### src/rtl/scc_decode_result_buffer.sv
// scc_decode_result_buffer
//   Small valid/ready FIFO that buffers SCC 4LC decoder results, tags each entry
//   with a poison bit, and keeps saturating corrected / uncorrectable error counts
//   plus a sticky uncorrectable-error interrupt flag.
//
// Parameters
//   DEPTH  FIFO entries, power of two in 2..16
//   CNT_W  width of each error counter
//
// Ports
//   clk, rst                   clock, asynchronous active-high reset
//   in_valid/in_ready          input handshake
//   in_message, in_error_type  decoder result (00 ok, 01 ce, 10 due, 11 reserved)
//   out_valid/out_ready        output handshake
//   out_message, out_poison    head entry
//   ce_count, due_count        saturating error counters
//   cnt_clear                  synchronous clear of both counters
//   due_irq, irq_clear         sticky uncorrectable flag and its clear
module scc_decode_result_buffer #(
  parameter int unsigned DEPTH = 4,
  parameter int unsigned CNT_W = 16
) (
  input  logic             clk,
  input  logic             rst,
  input  logic             in_valid,
  output logic             in_ready,
  input  logic [63:0]      in_message,
  input  logic [1:0]       in_error_type,
  output logic             out_valid,
  input  logic             out_ready,
  output logic [63:0]      out_message,
  output logic             out_poison,
  output logic [CNT_W-1:0] ce_count,
  output logic [CNT_W-1:0] due_count,
  input  logic             cnt_clear,
  output logic             due_irq,
  input  logic             irq_clear
);

  localparam int unsigned Aw = $clog2(DEPTH);

  typedef logic [Aw-1:0] ptr_t;
  typedef logic [Aw:0]   occ_t;
  typedef logic [CNT_W-1:0] cnt_t;

  localparam occ_t Full   = occ_t'(DEPTH);
  localparam cnt_t CntMax = {CNT_W{1'b1}};

  // Each entry is {poison, message}.
  logic [64:0] mem_q [DEPTH];

  ptr_t wr_ptr_q, wr_ptr_d;
  ptr_t rd_ptr_q, rd_ptr_d;
  occ_t count_q, count_d;
  cnt_t ce_q, ce_d;
  cnt_t due_q, due_d;
  logic irq_q, irq_d;

  logic accept;
  logic pop;
  logic ce_inc;
  logic due_inc;

  // Handshake flags depend only on registered occupancy, so there is no
  // combinational path from out_ready to in_ready or from input to output.
  assign in_ready  = (count_q != Full);
  assign out_valid = (count_q != '0);

  assign accept  = in_valid & in_ready;
  assign pop     = out_valid & out_ready;
  assign ce_inc  = accept & (in_error_type == 2'b01);
  assign due_inc = accept & in_error_type[1];

  // Head entry only changes on a pop; writes never target the head slot while
  // it is occupied because a full FIFO refuses writes.
  assign out_message = mem_q[rd_ptr_q][63:0];
  assign out_poison  = mem_q[rd_ptr_q][64];

  assign ce_count  = ce_q;
  assign due_count = due_q;
  assign due_irq   = irq_q;

  always_comb begin
    wr_ptr_d = wr_ptr_q;
    rd_ptr_d = rd_ptr_q;
    count_d  = count_q;
    // DEPTH is a power of two, so natural pointer overflow wraps DEPTH-1 -> 0.
    if (accept) wr_ptr_d = wr_ptr_q + 1'b1;
    if (pop)    rd_ptr_d = rd_ptr_q + 1'b1;
    if (accept && !pop) begin
      count_d = count_q + 1'b1;
    end else if (!accept && pop) begin
      count_d = count_q - 1'b1;
    end
  end

  always_comb begin
    ce_d  = ce_q;
    due_d = due_q;
    irq_d = irq_q;
    // A clear coinciding with an event keeps that event counted.
    if (cnt_clear) begin
      ce_d  = ce_inc  ? cnt_t'(1) : '0;
      due_d = due_inc ? cnt_t'(1) : '0;
    end else begin
      if (ce_inc  && (ce_q  != CntMax)) ce_d  = ce_q  + 1'b1;
      if (due_inc && (due_q != CntMax)) due_d = due_q + 1'b1;
    end
    // Set has priority over clear.
    if (due_inc) begin
      irq_d = 1'b1;
    end else if (irq_clear) begin
      irq_d = 1'b0;
    end
  end

  always_ff @(posedge clk or posedge rst) begin
    if (rst) begin
      wr_ptr_q <= '0;
      rd_ptr_q <= '0;
      count_q  <= '0;
      ce_q     <= '0;
      due_q    <= '0;
      irq_q    <= 1'b0;
    end else begin
      wr_ptr_q <= wr_ptr_d;
      rd_ptr_q <= rd_ptr_d;
      count_q  <= count_d;
      ce_q     <= ce_d;
      due_q    <= due_d;
      irq_q    <= irq_d;
    end
  end

  // Storage needs no reset: contents are invisible while out_valid is low.
  always_ff @(posedge clk) begin
    if (accept) begin
      mem_q[wr_ptr_q] <= {in_error_type[1], in_message};
    end
  end

endmodule

### config.mk
export PLATFORM = sky130hd
export DESIGN_NAME = scc_decode_result_buffer
export DESIGN_NICKNAME = d
export VERILOG_FILES = /design/src/rtl/scc_decode_result_buffer.sv
export SDC_FILE = /design/constraint.sdc
export NUM_CORES = 1
export LEC_CHECK = 0
export BUFFER_PORTS_ARGS = -buffer_cell sky130_fd_sc_hd__buf_2
export CORE_AREA = 2 2 155 157
export DETAILED_ROUTE_END_ITERATION = 10
export DIE_AREA = 0 0 157 159
export PLACE_DENSITY = 0.78
export REMOVE_ABC_BUFFERS = 1
export SLEW_MARGIN = 10
export SYNTH_ARGS = -nofsm -noshare
export SYNTH_HDL_FRONTEND = slang
export SYNTH_SLANG_ARGS = --single-unit
### constraint.sdc
create_clock -name clk -period 2.1 [get_ports clk]
set_input_delay 0.315 -clock clk [delete_from_list [all_inputs] [get_ports clk]]
set_output_delay 0.315 -clock clk [all_outputs]
set_load 0.02 [all_outputs]
==> impl_metrics.env <==
export IMPL_total_power_mw=19.8
export IMPL_ant_nets=0
export IMPL_ios=172
export IMPL_min_period_ps=2320
export IMPL_core_area_um2=23200
export IMPL_ys_top_cells_by_area="edfxtp_1, mux4_2, dfrtp_1"
export IMPL_netlist_area_um2=11600
export IMPL_vias=6633
export IMPL_synth_top_area_cell="edfxtp_1"
export IMPL_syn2layout_area_growth_pct=29.0
export IMPL_crit_path_end_kind="output port"
export IMPL_worstPathRequired_ps=1780
export IMPL_finalSetupViolCount=65
export IMPL_gp_congestion=0.864
export IMPL_die_h_um=159
export IMPL_tightest_slew_ps=528
export IMPL_ys_seq_area_share_pct=75.7
export IMPL_start_util_pct=50.2
export IMPL_arrival_ps=2010
export IMPL_clock_path_buffers=3
export IMPL_h_tree_depth=1
export IMPL_slew_violations=0
export IMPL_final_area_um2=15000
export IMPL_yosysWarningCount=0
export IMPL_rsz0062_at_grt="yes"
export IMPL_gr_total_overflow=0
export IMPL_met3_wirelength_mm=1.83
export IMPL_via_per_inst=5.52
export IMPL_placed_area_um2=13200
export IMPL_yosys_area_top_type_share_pct=67.1
export IMPL_finalWirelength_mm=24.0
export IMPL_grt_usage_pct=18.9
export IMPL_highest_layer="met4"
export IMPL_synth_edff_count=260
export IMPL_layout_drive_gt1_share_pct=38.0
export IMPL_clk_latency_ps=550
export IMPL_clock_sinks=300
export IMPL_multi_input_area_um2=2710
export IMPL_synthCells=584
export IMPL_clockRootBuffer="clkbuf_16"
export IMPL_hold_class="input port to flip-flop"
export IMPL_drt_first_pass_iters=5
export IMPL_utilization_pct=64.8
export IMPL_drt_iter0_drc=522
export IMPL_final_common_cell="edfxtp_1"
export IMPL_path_class="flip-flop to output port"
export IMPL_ir_drop_mv=0.704
export IMPL_die_area_um2=25000
export IMPL_violations="negative setup slack"
export IMPL_post_route_drc_count=0
export IMPL_cts_tree="done"
export IMPL_wl_met2_mm=12.2
export IMPL_regArea_um2=8820
export IMPL_outcome="finished with violations"
export IMPL_p_per_area_nw_per_um2=1320
export IMPL_avgSynthCellArea_um2=19.9
export IMPL_grt_antenna_before_repair=0
export IMPL_num_antenna_cells=0
export IMPL_worst_slack_ps=-222
export IMPL_die_w_um=157
export IMPL_dp_hpwl_mm=14.2
export IMPL_leakagePower_nw=5.42
export IMPL_cap_violations=0
export IMPL_async_reset_ff_share_pct=13.3
export IMPL_hold_viol_final=0
export IMPL_slew_headroom_pct=64.8
export IMPL_io_buffers=171
export IMPL_path_clk_slew_ps=60
export IMPL_ys_ff_latch=300
export IMPL_wl_per_cell_um=20.0
export IMPL_grt_pass1_vias=6870
export IMPL_fin_crit_sh_pct=111
export IMPL_nFillCells=1545
export IMPL_grt_pass1_wl_mm=37.1
export IMPL_ys_flop_type="edfxtp_1"
export IMPL_nets=939
export IMPL_cts_buffers_inserted=31
export IMPL_m1WireLength_mm=9.63
export IMPL_cp_max_fo=17
export IMPL_skew_ps=21.5
export IMPL_grt_max_degree=44
export IMPL_critPathLaunchType="flip-flop"
export IMPL_synth_distinct_cells=42
export IMPL_row_count=56
export IMPL_max_freq_mhz=431
export IMPL_final_cell_mix="edfxtp_1, buf_2, mux4_2, dlygate4sd3_1, dfrtp_1"
==> flip-flops by register name, indices dropped and copies added (netlist names) <==
name       flops
mem_q        260
rd_ptr_q       2
due_count     16
count_q        3
wr_ptr_q       2
ce_count      16
due_irq        1
==> cell type report <==
type / count / area share [%]
Multi-Input combinational cell: 241 / 18.1
Timing Repair Buffer: 270 / 13.6
Inverter: 15 / 0.375
Tap cell: 319 / 2.66
Clock inverter: 19 / 1.32
Clock buffer: 37 / 5.31
Sequential cell: 300 / 58.7
==> path summary, 6_finish.rpt <==
| check | from | end | slack (ps) | cells past startpoint |
|---|---|---|---|---|
| worst max-delay path | rd_ptr_q[0] | out_message[3] | -220 | 3 |
| worst min-delay path | in_message[44] | mem_q[3][44] | 20 | 1 |
| worst max register to register | count_q[1] | count_q[2] | 90 | 8 |
| worst min register to register | count_q[2] | count_q[2] | 480 | 1 |
| max in group asynchronous | rst | rd_ptr_q[1] | 1250 | 4 |
| min in group asynchronous | rst | due_count[1] | 450 | 4 |
==> cells by family (layout without fill, tap and decap cells) <==
family	after synthesis	after routing	synth area share (%)
buffers and inverters	43	341	1.47
AOI/OAI and AO/OA	60	60	3.40
DFF	300	300	75.7
and+or+nand+nor	95	95	4.87
adders and majority gates	8	8	0.924
xor gates and xnor gates	6	6	0.451
muxes	72	72	13.2
==> layer usage <==
layer / GRT usage, % / vias up
met2: 31.9 / 277
met3: 4.41 / 43
li1: - / 2992
met5: 0 / -
met1: 25.3 / 3321
met4: 3.92 / 0
==> cells in the mapped netlist, types with 7 or more instances <==
library cell / count
a21oi_1: 21
buf_2: 8
clkbuf_1: 19
dfrtp_1: 40
edfxtp_1: 260
ha_1: 7
inv_1: 15
mux4_2: 65
nand2_1: 15
nand3_1: 13
nand4_1: 12
o21ai_0: 7
o31ai_1: 14
or4_1: 18
==> stage by stage <==
step / hold WS, ps / setup slack (ps) / instances / setup TNS [ps]
after floorplan: 378 / -1580 / 556 / -128240
after global placement: 459 / 64.4 / 1076 / 0
after detailed placement: 473 / -56.6 / 1076 / -56.6
after CTS: 2.64 / -247 / 1199 / -13170
after global routing: 11.4 / -276 / 1201 / -15430
final: 24.4 / -222 / 1201 / -11200
==> power by group <==
part / leakage [nW] / internal, mW / switching [mW]
Sequential: 2.92 / 7.69 / 0.381
Clock: 0.491 / 3.19 / 2.14
Combinational: 2.01 / 2.96 / 3.47
==> critical path, cell delays in order, from the launching register on <==
cell	delay, ps
dfrtp_4	510
buf_12	210
mux4_2	540
buf_2	180
==> repair_timing <==
action,CTS,global route
pin swaps,0,3
hold buffers,64,0
buffers inserted,3,2
gates resized for setup,17,23
setup endpoints to repair,66,71
hold endpoints to repair,289,0
Note: power is estimated with default switching activity, not from simulation.
